**src/rtl/fork_join_pkg.sv**
```systemverilog
// Shared types for the fork/join sequencer family: join modes, response codes
// and the controller state encoding.
package fork_join_pkg;

    localparam int N_TASK_DEFAULT = 4;
    localparam int WDOG_W_DEFAULT = 16;

    typedef enum logic [1:0] {
        JOIN_ALL  = 2'd0,
        JOIN_ANY  = 2'd1,
        JOIN_NONE = 2'd2
    } join_mode_e;

    typedef enum logic [1:0] {
        ST_OK      = 2'd0,
        ST_TIMEOUT = 2'd1,
        ST_EMPTY   = 2'd2
    } rsp_status_e;

    typedef enum logic [2:0] {
        IDLE   = 3'd0,
        LAUNCH = 3'd1,
        WAIT   = 3'd2,
        ABORT  = 3'd3,
        RESP   = 3'd4
    } state_e;

    // The reserved encoding 3 behaves as JOIN_ALL.
    function automatic join_mode_e decode_mode(input logic [1:0] raw);
        case (raw)
            2'd1:    return JOIN_ANY;
            2'd2:    return JOIN_NONE;
            default: return JOIN_ALL;
        endcase
    endfunction

endpackage

```
**src/rtl/fj_watchdog.sv**
```systemverilog
// Loadable down-counter watchdog. A load value of 0 leaves it disarmed; expire
// flags the enabled cycle on which the counter reads 1.
module fj_watchdog #(
    parameter int WDOG_W = 16
) (
    input  logic              clk,
    input  logic              rst_n,
    input  logic              load,
    input  logic [WDOG_W-1:0] load_val,
    input  logic              enable,
    output logic              expire
);

    logic [WDOG_W-1:0] count_q;

    always_ff @(posedge clk or negedge rst_n) begin
        if (!rst_n) begin
            count_q <= '0;
        end else if (load) begin
            count_q <= load_val;
        end else if (enable && (count_q != '0)) begin
            count_q <= count_q - 1'b1;
        end
    end

    assign expire = enable && (count_q == WDOG_W'(1));

endmodule

```
**src/rtl/fork_join_sequencer.sv**
```systemverilog
// Fork/join controller: one command forks a set of task engines, joins them in
// ALL/ANY/NONE mode with an optional watchdog, and returns one response.
module fork_join_sequencer
    import fork_join_pkg::*;
#(
    parameter int N_TASK = N_TASK_DEFAULT,
    parameter int WDOG_W = WDOG_W_DEFAULT
) (
    input  logic              clk,
    input  logic              rst_n,
    input  logic              cmd_valid,
    output logic              cmd_ready,
    input  logic [N_TASK-1:0] cmd_mask,
    input  logic [1:0]        cmd_mode,
    input  logic [WDOG_W-1:0] cmd_wdog,
    output logic [N_TASK-1:0] task_start,
    input  logic [N_TASK-1:0] task_done,
    output logic [N_TASK-1:0] task_abort,
    output logic              rsp_valid,
    input  logic              rsp_ready,
    output logic [1:0]        rsp_status,
    output logic [N_TASK-1:0] rsp_done_mask,
    output logic              busy,
    output state_e            dbg_state
);

    // Handshakes: a transfer happens on a rising edge where valid & ready are
    // both high; valid never waits on ready, and once raised the payload holds
    // until that transfer.

    state_e            state_q, state_d;
    join_mode_e        mode_q, mode_d;
    logic [N_TASK-1:0] pending_q, pending_d;
    logic [N_TASK-1:0] outstanding_q, outstanding_d;
    logic [N_TASK-1:0] done_acc_q, done_acc_d;
    logic [N_TASK-1:0] start_q, start_d;
    logic [N_TASK-1:0] abort_q, abort_d;
    logic [N_TASK-1:0] rsp_mask_q, rsp_mask_d;
    rsp_status_e       rsp_status_q, rsp_status_d;
    logic              rsp_valid_q, rsp_valid_d;
    logic              out_of_reset_q;

    logic              accept;
    logic              wd_enable;
    logic              wd_expire;
    logic [N_TASK-1:0] hit;
    logic [N_TASK-1:0] pend_left;
    logic [N_TASK-1:0] launch_guard;
    logic              complete;

    // out_of_reset_q keeps cmd_ready low while reset is held.
    assign cmd_ready = out_of_reset_q && (state_q == IDLE) &&
                       ((cmd_mask & outstanding_q) == '0);
    assign accept    = cmd_valid && cmd_ready;
    assign wd_enable = (state_q == WAIT);

    assign hit          = task_done & pending_q;
    assign pend_left    = pending_q & ~task_done;
    // Tasks just launched cannot finish in their start cycle.
    assign launch_guard = (state_q == LAUNCH) ? pending_q : '0;
    assign complete     = (mode_q == JOIN_ANY) ? (hit != '0)
                                               : ((hit != '0) && (pend_left == '0));

    fj_watchdog #(
        .WDOG_W (WDOG_W)
    ) u_wdog (
        .clk      (clk),
        .rst_n    (rst_n),
        .load     (accept),
        .load_val (cmd_wdog),
        .enable   (wd_enable),
        .expire   (wd_expire)
    );

    always_comb begin
        state_d       = state_q;
        mode_d        = mode_q;
        pending_d     = pending_q;
        done_acc_d    = done_acc_q;
        start_d       = '0;
        abort_d       = '0;
        rsp_valid_d   = rsp_valid_q;
        rsp_status_d  = rsp_status_q;
        rsp_mask_d    = rsp_mask_q;
        outstanding_d = outstanding_q & ~(task_done & ~launch_guard);

        case (state_q)
            IDLE: begin
                if (accept) begin
                    mode_d     = decode_mode(cmd_mode);
                    done_acc_d = '0;
                    if (cmd_mask == '0) begin
                        state_d      = RESP;
                        rsp_valid_d  = 1'b1;
                        rsp_status_d = ST_EMPTY;
                        rsp_mask_d   = '0;
                    end else begin
                        state_d       = LAUNCH;
                        start_d       = cmd_mask;
                        pending_d     = cmd_mask;
                        outstanding_d = outstanding_d | cmd_mask;
                    end
                end
            end

            LAUNCH: begin
                if (mode_q == JOIN_NONE) begin
                    // Fire-and-forget: tasks stay outstanding until they report.
                    state_d      = RESP;
                    pending_d    = '0;
                    rsp_valid_d  = 1'b1;
                    rsp_status_d = ST_OK;
                    rsp_mask_d   = '0;
                end else begin
                    state_d = WAIT;
                end
            end

            WAIT: begin
                done_acc_d = done_acc_q | hit;
                pending_d  = pend_left;
                if (complete && (mode_q == JOIN_ANY)) begin
                    state_d       = ABORT;
                    abort_d       = pend_left;
                    outstanding_d = outstanding_d & ~pend_left;
                    pending_d     = '0;
                    rsp_status_d  = ST_OK;
                end else if (complete) begin
                    state_d      = RESP;
                    rsp_valid_d  = 1'b1;
                    rsp_status_d = ST_OK;
                    rsp_mask_d   = done_acc_q | hit;
                end else if (wd_expire) begin
                    state_d       = ABORT;
                    abort_d       = pend_left;
                    outstanding_d = outstanding_d & ~pend_left;
                    pending_d     = '0;
                    rsp_status_d  = ST_TIMEOUT;
                end
            end

            ABORT: begin
                state_d     = RESP;
                rsp_valid_d = 1'b1;
                rsp_mask_d  = done_acc_q;
            end

            RESP: begin
                if (rsp_ready) begin
                    state_d      = IDLE;
                    rsp_valid_d  = 1'b0;
                    rsp_status_d = ST_OK;
                    rsp_mask_d   = '0;
                end
            end

            default: begin
                state_d = IDLE;
            end
        endcase
    end

    always_ff @(posedge clk or negedge rst_n) begin
        if (!rst_n) begin
            state_q        <= IDLE;
            mode_q         <= JOIN_ALL;
            pending_q      <= '0;
            outstanding_q  <= '0;
            done_acc_q     <= '0;
            start_q        <= '0;
            abort_q        <= '0;
            rsp_valid_q    <= 1'b0;
            rsp_status_q   <= ST_OK;
            rsp_mask_q     <= '0;
            out_of_reset_q <= 1'b0;
        end else begin
            state_q        <= state_d;
            mode_q         <= mode_d;
            pending_q      <= pending_d;
            outstanding_q  <= outstanding_d;
            done_acc_q     <= done_acc_d;
            start_q        <= start_d;
            abort_q        <= abort_d;
            rsp_valid_q    <= rsp_valid_d;
            rsp_status_q   <= rsp_status_d;
            rsp_mask_q     <= rsp_mask_d;
            out_of_reset_q <= 1'b1;
        end
    end

    assign task_start    = start_q;
    assign task_abort    = abort_q;
    assign rsp_valid     = rsp_valid_q;
    assign rsp_status    = rsp_status_q;
    assign rsp_done_mask = rsp_mask_q;
    assign busy          = (state_q != IDLE) || (outstanding_q != '0);
    assign dbg_state     = state_q;

endmodule

```
**config.mk**
```make
export PLATFORM = sky130hd
export DESIGN_NAME = fork_join_sequencer
export DESIGN_NICKNAME = d
export VERILOG_FILES = /design/src/rtl/fork_join_pkg.sv /design/src/rtl/fj_watchdog.sv /design/src/rtl/fork_join_sequencer.sv
export SDC_FILE = /design/constraint.sdc
export NUM_CORES = 1
export LEC_CHECK = 0
export CORE_ASPECT_RATIO = 1.25
export CORE_UTILIZATION = 55
export DETAILED_ROUTE_END_ITERATION = 10
export DONT_BUFFER_PORTS = 1
export PLACE_DENSITY = 0.7
export SETUP_SLACK_MARGIN = 0.05
export SYNTH_ARGS = -nofsm -noshare
export SYNTH_HDL_FRONTEND = slang
export SYNTH_HIERARCHICAL = 1
export SYNTH_SLANG_ARGS = --single-unit
```
**constraint.sdc**
```tcl
create_clock -name clk -period 3.65 [get_ports clk]
set_clock_uncertainty 0.1 [all_clocks]
set_input_delay 0.5475 -clock clk [delete_from_list [all_inputs] [get_ports clk]]
set_output_delay 0.5475 -clock clk [all_outputs]
set_load 0.02 [all_outputs]
```
==> results of run 1 <==
[flip-flops by register name (all words and copies together), names as in the netlist]
signal / flops
out_of_reset_q: 1
rsp_done_mask: 4
u_wdog/count_q: 16
dbg_state: 3
task_start: 4
mode_q: 2
pending_q: 4
rsp_status: 2
rsp_valid: 1
done_acc_q: 4
task_abort: 4
outstanding_q: 4
[layer usage]
layer	global-route usage, %	up-vias	wire length (microns)
li1	-	1089	-
met1	31.0	1107	2630
met2	45.1	79	3230
met3	5.40	19	333
met4	14.7	0	233
met5	0	-	0
[layout by cell type (no fill, tap or decap), types with 5 or more instances in the layout]
| cell type | netlist | routed |
|---|---|---|
| or4_1 | 9 | 9 |
| a21oi_1 | 16 | 16 |
| nand2_1 | 28 | 28 |
| o21ai_0 | 20 | 20 |
| nor4_1 | 6 | 6 |
| o31ai_1 | 7 | 7 |
| clkbuf_8 | 1 | 6 |
| or3_1 | 6 | 6 |
| buf_4 | 2 | 5 |
| dfrtp_1 | 49 | 49 |
| inv_1 | 10 | 10 |
| nand2b_1 | 6 | 6 |
| nor2b_1 | 13 | 13 |
| a31oi_1 | 13 | 13 |
| nor2_1 | 26 | 26 |
| mux2i_1 | 5 | 5 |
[what timing repair did]
action	CTS	global route
endpoints found under the setup margin	0	0
hold buffers	2	0
hold endpoints to repair	49	0
[report_power, final]
part	internal, mW	switching (mW)	total (mW)	leakage, nW
combinational	0.348	0.479	0.827	0.489
sequential	0.732	0.291	1.02	0.620
clock	0.223	0.172	0.395	0.0585
total	1.30	0.942	2.25	1.17
[cells in the mapped netlist, types with 2 or more instances]
cell / number / area [sq um]
nor3b_1: 3 / 22.5
or4_1: 9 / 67.6
nand2_1: 28 / 105
o41ai_1: 3 / 26.3
nor2b_1: 13 / 81.3
a21oi_1: 16 / 80.1
buf_4: 2 / 15.0
ha_1: 2 / 25.0
nand2b_1: 6 / 37.5
o21ai_1: 2 / 10.0
mux2i_1: 5 / 50.1
inv_1: 10 / 37.5
buf_2: 2 / 10.0
a221o_1: 4 / 40.0
o21a_1: 2 / 15.0
nor3_1: 3 / 15.0
nand4_1: 2 / 12.5
nand3b_1: 4 / 30.0
or3_1: 6 / 37.5
clkbuf_1: 5 / 18.8
and4_1: 2 / 17.5
nor4b_1: 2 / 17.5
o31ai_1: 7 / 52.6
and4b_1: 2 / 20.0
nor2_1: 26 / 97.6
o21bai_1: 2 / 15.0
o21ai_0: 20 / 100
dlygate4sd1_1: 2 / 17.5
nor4_1: 6 / 37.5
dfrtp_1: 49 / 1230
and2_1: 4 / 25.0
a31oi_1: 13 / 81.3
nand3_1: 3 / 15.0
a21boi_0: 2 / 15.0
[worst max-delay path by stage]
stage	from	endpoint	slack, ns	depth (start not counted)
2_1_floorplan	dbg_state[1]	u_wdog/count_q[9]	0.87	8
3_3_place_gp	dbg_state[2]	u_wdog/count_q[11]	0.79	6
3_5_place_dp	dbg_state[2]	u_wdog/count_q[11]	0.71	6
4_1_cts	dbg_state[2]	u_wdog/count_q[11]	0.66	6
5_1_grt	dbg_state[2]	u_wdog/count_q[11]	0.48	6
6_report	dbg_state[2]	u_wdog/count_q[11]	0.60	6
[kinds of logic after synthesis]
| group | synth area share, % |
|---|---|
| simple gates | 26.5 |
| compound gates | 20.6 |
| mux | 2.25 |
| other cells | 0.138 |
| fa+ha+maj | 0.919 |
| buf+inv | 4.55 |
| flops | 45.0 |
[area by class of cell]
cell class / count / area, sq um / area share, %
Multi-Input combinational cell: 221 / 1370 / 47.3
Timing Repair Buffer: 7 / 75.1 / 2.59
Sequential cell: 49 / 1230 / 42.2
Clock inverter: 1 / 30.0 / 1.03
Tap cell: 60 / 75.1 / 2.59
Clock buffer: 7 / 86.3 / 2.97
Inverter: 10 / 37.5 / 1.29
==> impl_metrics.json, run 1 <==
{
  "clkTransAtPathRegs_ns": 0.08,
  "tightestPinTransition_ns": 0.715,
  "clockBufferDepth": 2,
  "insertion_delay_ns": 0.30,
  "die_width_microns": 64.9,
  "crit_top_cell": "nor2b_1",
  "antenna_found_initial": 0,
  "hold_path_startpoint": "cmd_wdog[12]",
  "async_flop_share_pct": 100,
  "post_drt_wl_per_cell_microns": 18.1,
  "synth_edf_count": 0,
  "grt_pass1_vias": 2249,
  "timing.fmax_mhz": 328,
  "period_minus_slack_ns": 3.05,
  "slew_headroom_pct": 52.3,
  "postCtsSetupRepairBufs": 0,
  "cts_root_buf": "clkbuf_8",
  "synth_cell_types": 60,
  "gp_congestion": 0.919,
  "drive_gt1_share_pct": 6.44,
  "nets": 326,
  "finalSetupViolCount": 0,
  "min_to": "u_wdog/count_q[12]",
  "reg2reg_depth": 6,
  "dp_cells": 345,
  "p_leak_nw": 1.17,
  "ys_ff_latch": 49,
  "cap_violations": 0,
  "rr_endpoint": "u_wdog/count_q[11]",
  "grt_setup_unrepaired": "no",
  "synth_area_sq_mm": 0.00272,
  "wl_microns": 6430,
  "vias_per_cell": 6.46,
  "cts_tree": "done",
  "status": "finished clean",
  "placed_area_sq_mm": 0.00275,
  "crit_fanout": 14,
  "n_antenna_cell": 0,
  "reg2reg_from": "dbg_state[2]",
  "syn_avg_cell_area_sq_um": 9.29,
  "peakVddDrop_mv": 0.369,
  "hold_class": "input pin to register",
  "critPathBufInv": 0,
  "hold-worst-slack_ns": 0.274,
  "synth_flop_cell": "dfrtp_1",
  "crit_slowest_cell": "or4b_1",
  "critical_path_class": "register to register",
  "drt-initial-drc-count": 204,
  "grt_usage_pct": 26.6,
  "syn_to_final_growth_pct": 6.62,
  "cts-buffers-inserted": 5,
  "num_vias": 2294,
  "critPathArrivalTime_ns": 3.17,
  "cp-end-kind": "register",
  "rows": 28,
  "grt_max_degree": 50,
  "crit_chain": "nor2b_1 -> nor2b_1 -> or4b_1 -> or3_1 -> or4_1 -> a31oi_1",
  "htreeDepth": 2,
  "portBuffers": 0,
  "yosysSeqAreaShare_pct": 45.0,
  "hold_viol": 0,
  "nFillCells": 434,
  "cts_resized": 0,
  "die_area_sq_mm": 0.00524,
  "fp.coreArea_sq_mm": 0.00473,
  "grt-ovfl-total": 0,
  "reg2reg_slack_ns": 0.60,
  "tns_ns": 0,
  "drt_first_pass_iters": 5,
  "hpwl_microns": 4680,
  "critPathMaxStageDelay_ns": 0.65,
  "syn_inst": 293,
  "hold_depth": 2,
  "die_h_microns": 80.7,
  "layout_setup_ws_ns": 0.601,
  "io-pin-count": 50,
  "finish.instance_area_sq_mm": 0.00290,
  "stdcell_count": 355,
  "synth_nets": 325,
  "fin_util_pct": 61.4,
  "cp-start-kind": "register",
  "yosys_warnings": 6,
  "finalCritPeriodShare_pct": 83.5,
  "clock-sinks": 49,
  "start_util_pct": 57.6,
  "power_mw": 2.25,
  "drc": 0,
  "crit_family": "simple AND/OR/NAND/NOR gates",
  "power_density_mw_per_mm2": 773,
  "grt_pass1_wl_microns": 10500,
  "postRouteAntennaNets": 0,
  "required_ns": 3.78,
  "drv_slew": 0,
  "pre_cts_ws_ns": 0.707
}
Note: power is estimated with default switching activity, not from simulation.
==> inputs of run 2 (changes only) <==
--- a/config.mk
+++ b/config.mk
@@ -9,7 +9,7 @@
 export CORE_UTILIZATION = 55
 export DETAILED_ROUTE_END_ITERATION = 10
 export DONT_BUFFER_PORTS = 1
-export PLACE_DENSITY = 0.7
+export PLACE_DENSITY = 0.73
 export SETUP_SLACK_MARGIN = 0.05
 export SYNTH_ARGS = -nofsm -noshare
 export SYNTH_HDL_FRONTEND = slang
==> constraint.sdc (replaced) <==
create_clock -name clk -period 2.8 [get_ports clk]
set_clock_uncertainty 0.1 [all_clocks]
set_input_delay 0.42 -clock clk [delete_from_list [all_inputs] [get_ports clk]]
set_output_delay 0.42 -clock clk [all_outputs]
set_load 0.02 [all_outputs]
==> run 2 against run 1 <==
Core utilization increased by 1.0 points. Non-clock buffer count up 7. Maximum frequency rose by 22%. Via count increased by 1.9%. Combinational power is 43% higher. Wire length down 0.12%. Cell count increased by 2.0%. Worst setup slack worse by 0.30 ns. Global-route usage down 0.51 points. Die area is the same. Critical path depth stayed put.
==> impl_metrics.json, run 2 (synthesis gave the netlist of run 1 again) <==
{
  "critical_path_class": "register to register",
  "cp-start-kind": "register",
  "register_area_sq_mm": 0.00123,
  "nFillCells": 406,
  "drive_gt1_share_pct": 8.94,
  "grt_pass1_wl_microns": 10300,
  "power_density_mw_per_mm2": 1000,
  "num_vias": 2338,
  "critPathArrivalTime_ns": 2.59,
  "cp-end-kind": "register",
  "cap_violations": 0,
  "postCtsSetupRepairBufs": 0,
  "clock-sinks": 49,
  "hold_path_startpoint": "cmd_wdog[12]",
  "layout_commonest_cell": "dfrtp_1",
  "start_util_pct": 57.6,
  "largest-register": "u_wdog/count_q",
  "n_antenna_cell": 0,
  "cts-buffers-inserted": 5,
  "finalCritPeriodShare_pct": 89.3,
  "grt_setup_unrepaired": "no",
  "largest_reg_flops": 16,
  "peakVddDrop_mv": 0.530,
  "multiInputGateArea_sq_mm": 0.00137,
  "syn_to_final_growth_pct": 8.41,
  "cts_tree": "done",
  "grt_max_degree": 50,
  "grt_pass1_vias": 2149,
  "drv_slew": 0,
  "die_h_microns": 80.7,
  "cts_resized": 0,
  "hold_viol": 0,
  "clockBufferDepth": 2,
  "p_leak_nw": 1.20,
  "power_mw": 2.96,
  "hpwl_microns": 4610,
  "required_ns": 2.89,
  "post_drt_wl_per_cell_microns": 17.7,
  "nets": 333,
  "io-pin-count": 50,
  "wl_microns": 6420,
  "die_width_microns": 64.9,
  "reg2reg_depth": 6,
  "tightestPinTransition_ns": 0.645,
  "fp.coreArea_sq_mm": 0.00473,
  "drt-initial-drc-count": 203,
  "die_area_sq_mm": 0.00524,
  "tns_ns": 0,
  "rows": 28,
  "crit_fanout": 22,
  "ctsHoldBuffers": 2,
  "htreeDepth": 2,
  "finalSetupViolCount": 0,
  "hold_depth": 2,
  "drc": 0,
  "postRouteAntennaNets": 0,
  "hold_class": "input pin to register",
  "antenna_found_initial": 0,
  "vias_per_cell": 6.46,
  "period_minus_slack_ns": 2.50,
  "worstSetupStartpoint": "outstanding_q[0]",
  "grt_usage_pct": 26.1,
  "slew_headroom_pct": 56.9,
  "drt_first_pass_iters": 5,
  "timing.fmax_mhz": 400,
  "insertion_delay_ns": 0.31,
  "gp_congestion": 0.890,
  "status": "finished clean",
  "reg2reg_from": "outstanding_q[0]",
  "portBuffers": 0,
  "clkTransAtPathRegs_ns": 0.09,
  "grt-ovfl-total": 0,
  "layout_common_cells": "49 x dfrtp_1, 28 x nand2_1, 26 x nor2_1",
  "cts_root_buf": "clkbuf_8"
}
run 2: cell types whose count changed in the layout (fill, tap and decap cells not counted):
cell	change
clkbuf_8	-1
buf_4	+7
inv_6	+1
clkinv_2	+1
clkbuf_1	-1
run 2: layer usage:
| metal | global-route usage [%] | part of all wire (%) | vias up |
|---|---|---|---|
| met4 | 9.11 | 1.5 | 0 |
| li1 | - | - | 1106 |
| met3 | 4.97 | 4.5 | 7 |
| met5 | 0 | 0 | - |
| met1 | 29.7 | 38 | 1153 |
| met2 | 47.8 | 56 | 72 |
run 2: area by class of cell:
cell class	count	share of cell area, %
Inverter	10	1.27
Clock buffer	5	2.33
Multi-Input combinational cell	221	46.5
Sequential cell	49	41.5
Clock inverter	3	1.48
Timing Repair Buffer	14	4.32
Tap cell	60	2.54
run 2: final timing paths:
kind / end / slack [ns]
min: u_wdog/count_q[12] / 0.14
min reg2reg: done_acc_q[2] / 0.40
min in group asynchronous: task_abort[1] / 0.52
max in group asynchronous: u_wdog/count_q[0] / 1.86
max reg2reg: u_wdog/count_q[6] / 0.30
max: u_wdog/count_q[6] / 0.30
run 2: where the power goes:
group	internal, mW	switching, mW	total [mW]
clock network	0.268	0.245	0.513
registers	0.956	0.308	1.26
logic	0.486	0.693	1.18
total	1.71	1.25	2.96
run 2: stage by stage:
step | cells | utilization (%) | setup WS [ns] | cell area, sq um | hold slack [ns]
3_3_place_gp | 352 | 59.2 | 0.348 | 2800 | 0.0255
5_1_grt | 362 | 62.4 | 0.103 | 2950 | 0.138
3_5_place_dp | 352 | 59.2 | 0.275 | 2800 | 0.0256
6_report | 362 | 62.4 | 0.299 | 2950 | 0.142
4_1_cts | 362 | 62.4 | 0.285 | 2950 | 0.135
2_1_floorplan | 293 | - | 0.0859 | 2720 | 0.0244
run 2: critical path, stage by stage, from the launching register on:
cell      delay (ns)
dfrtp_1         0.40
a222oi_1        0.60
and4_1          0.47
inv_1           0.36
o311a_2         0.26
a21oi_1         0.12
o41ai_1         0.08
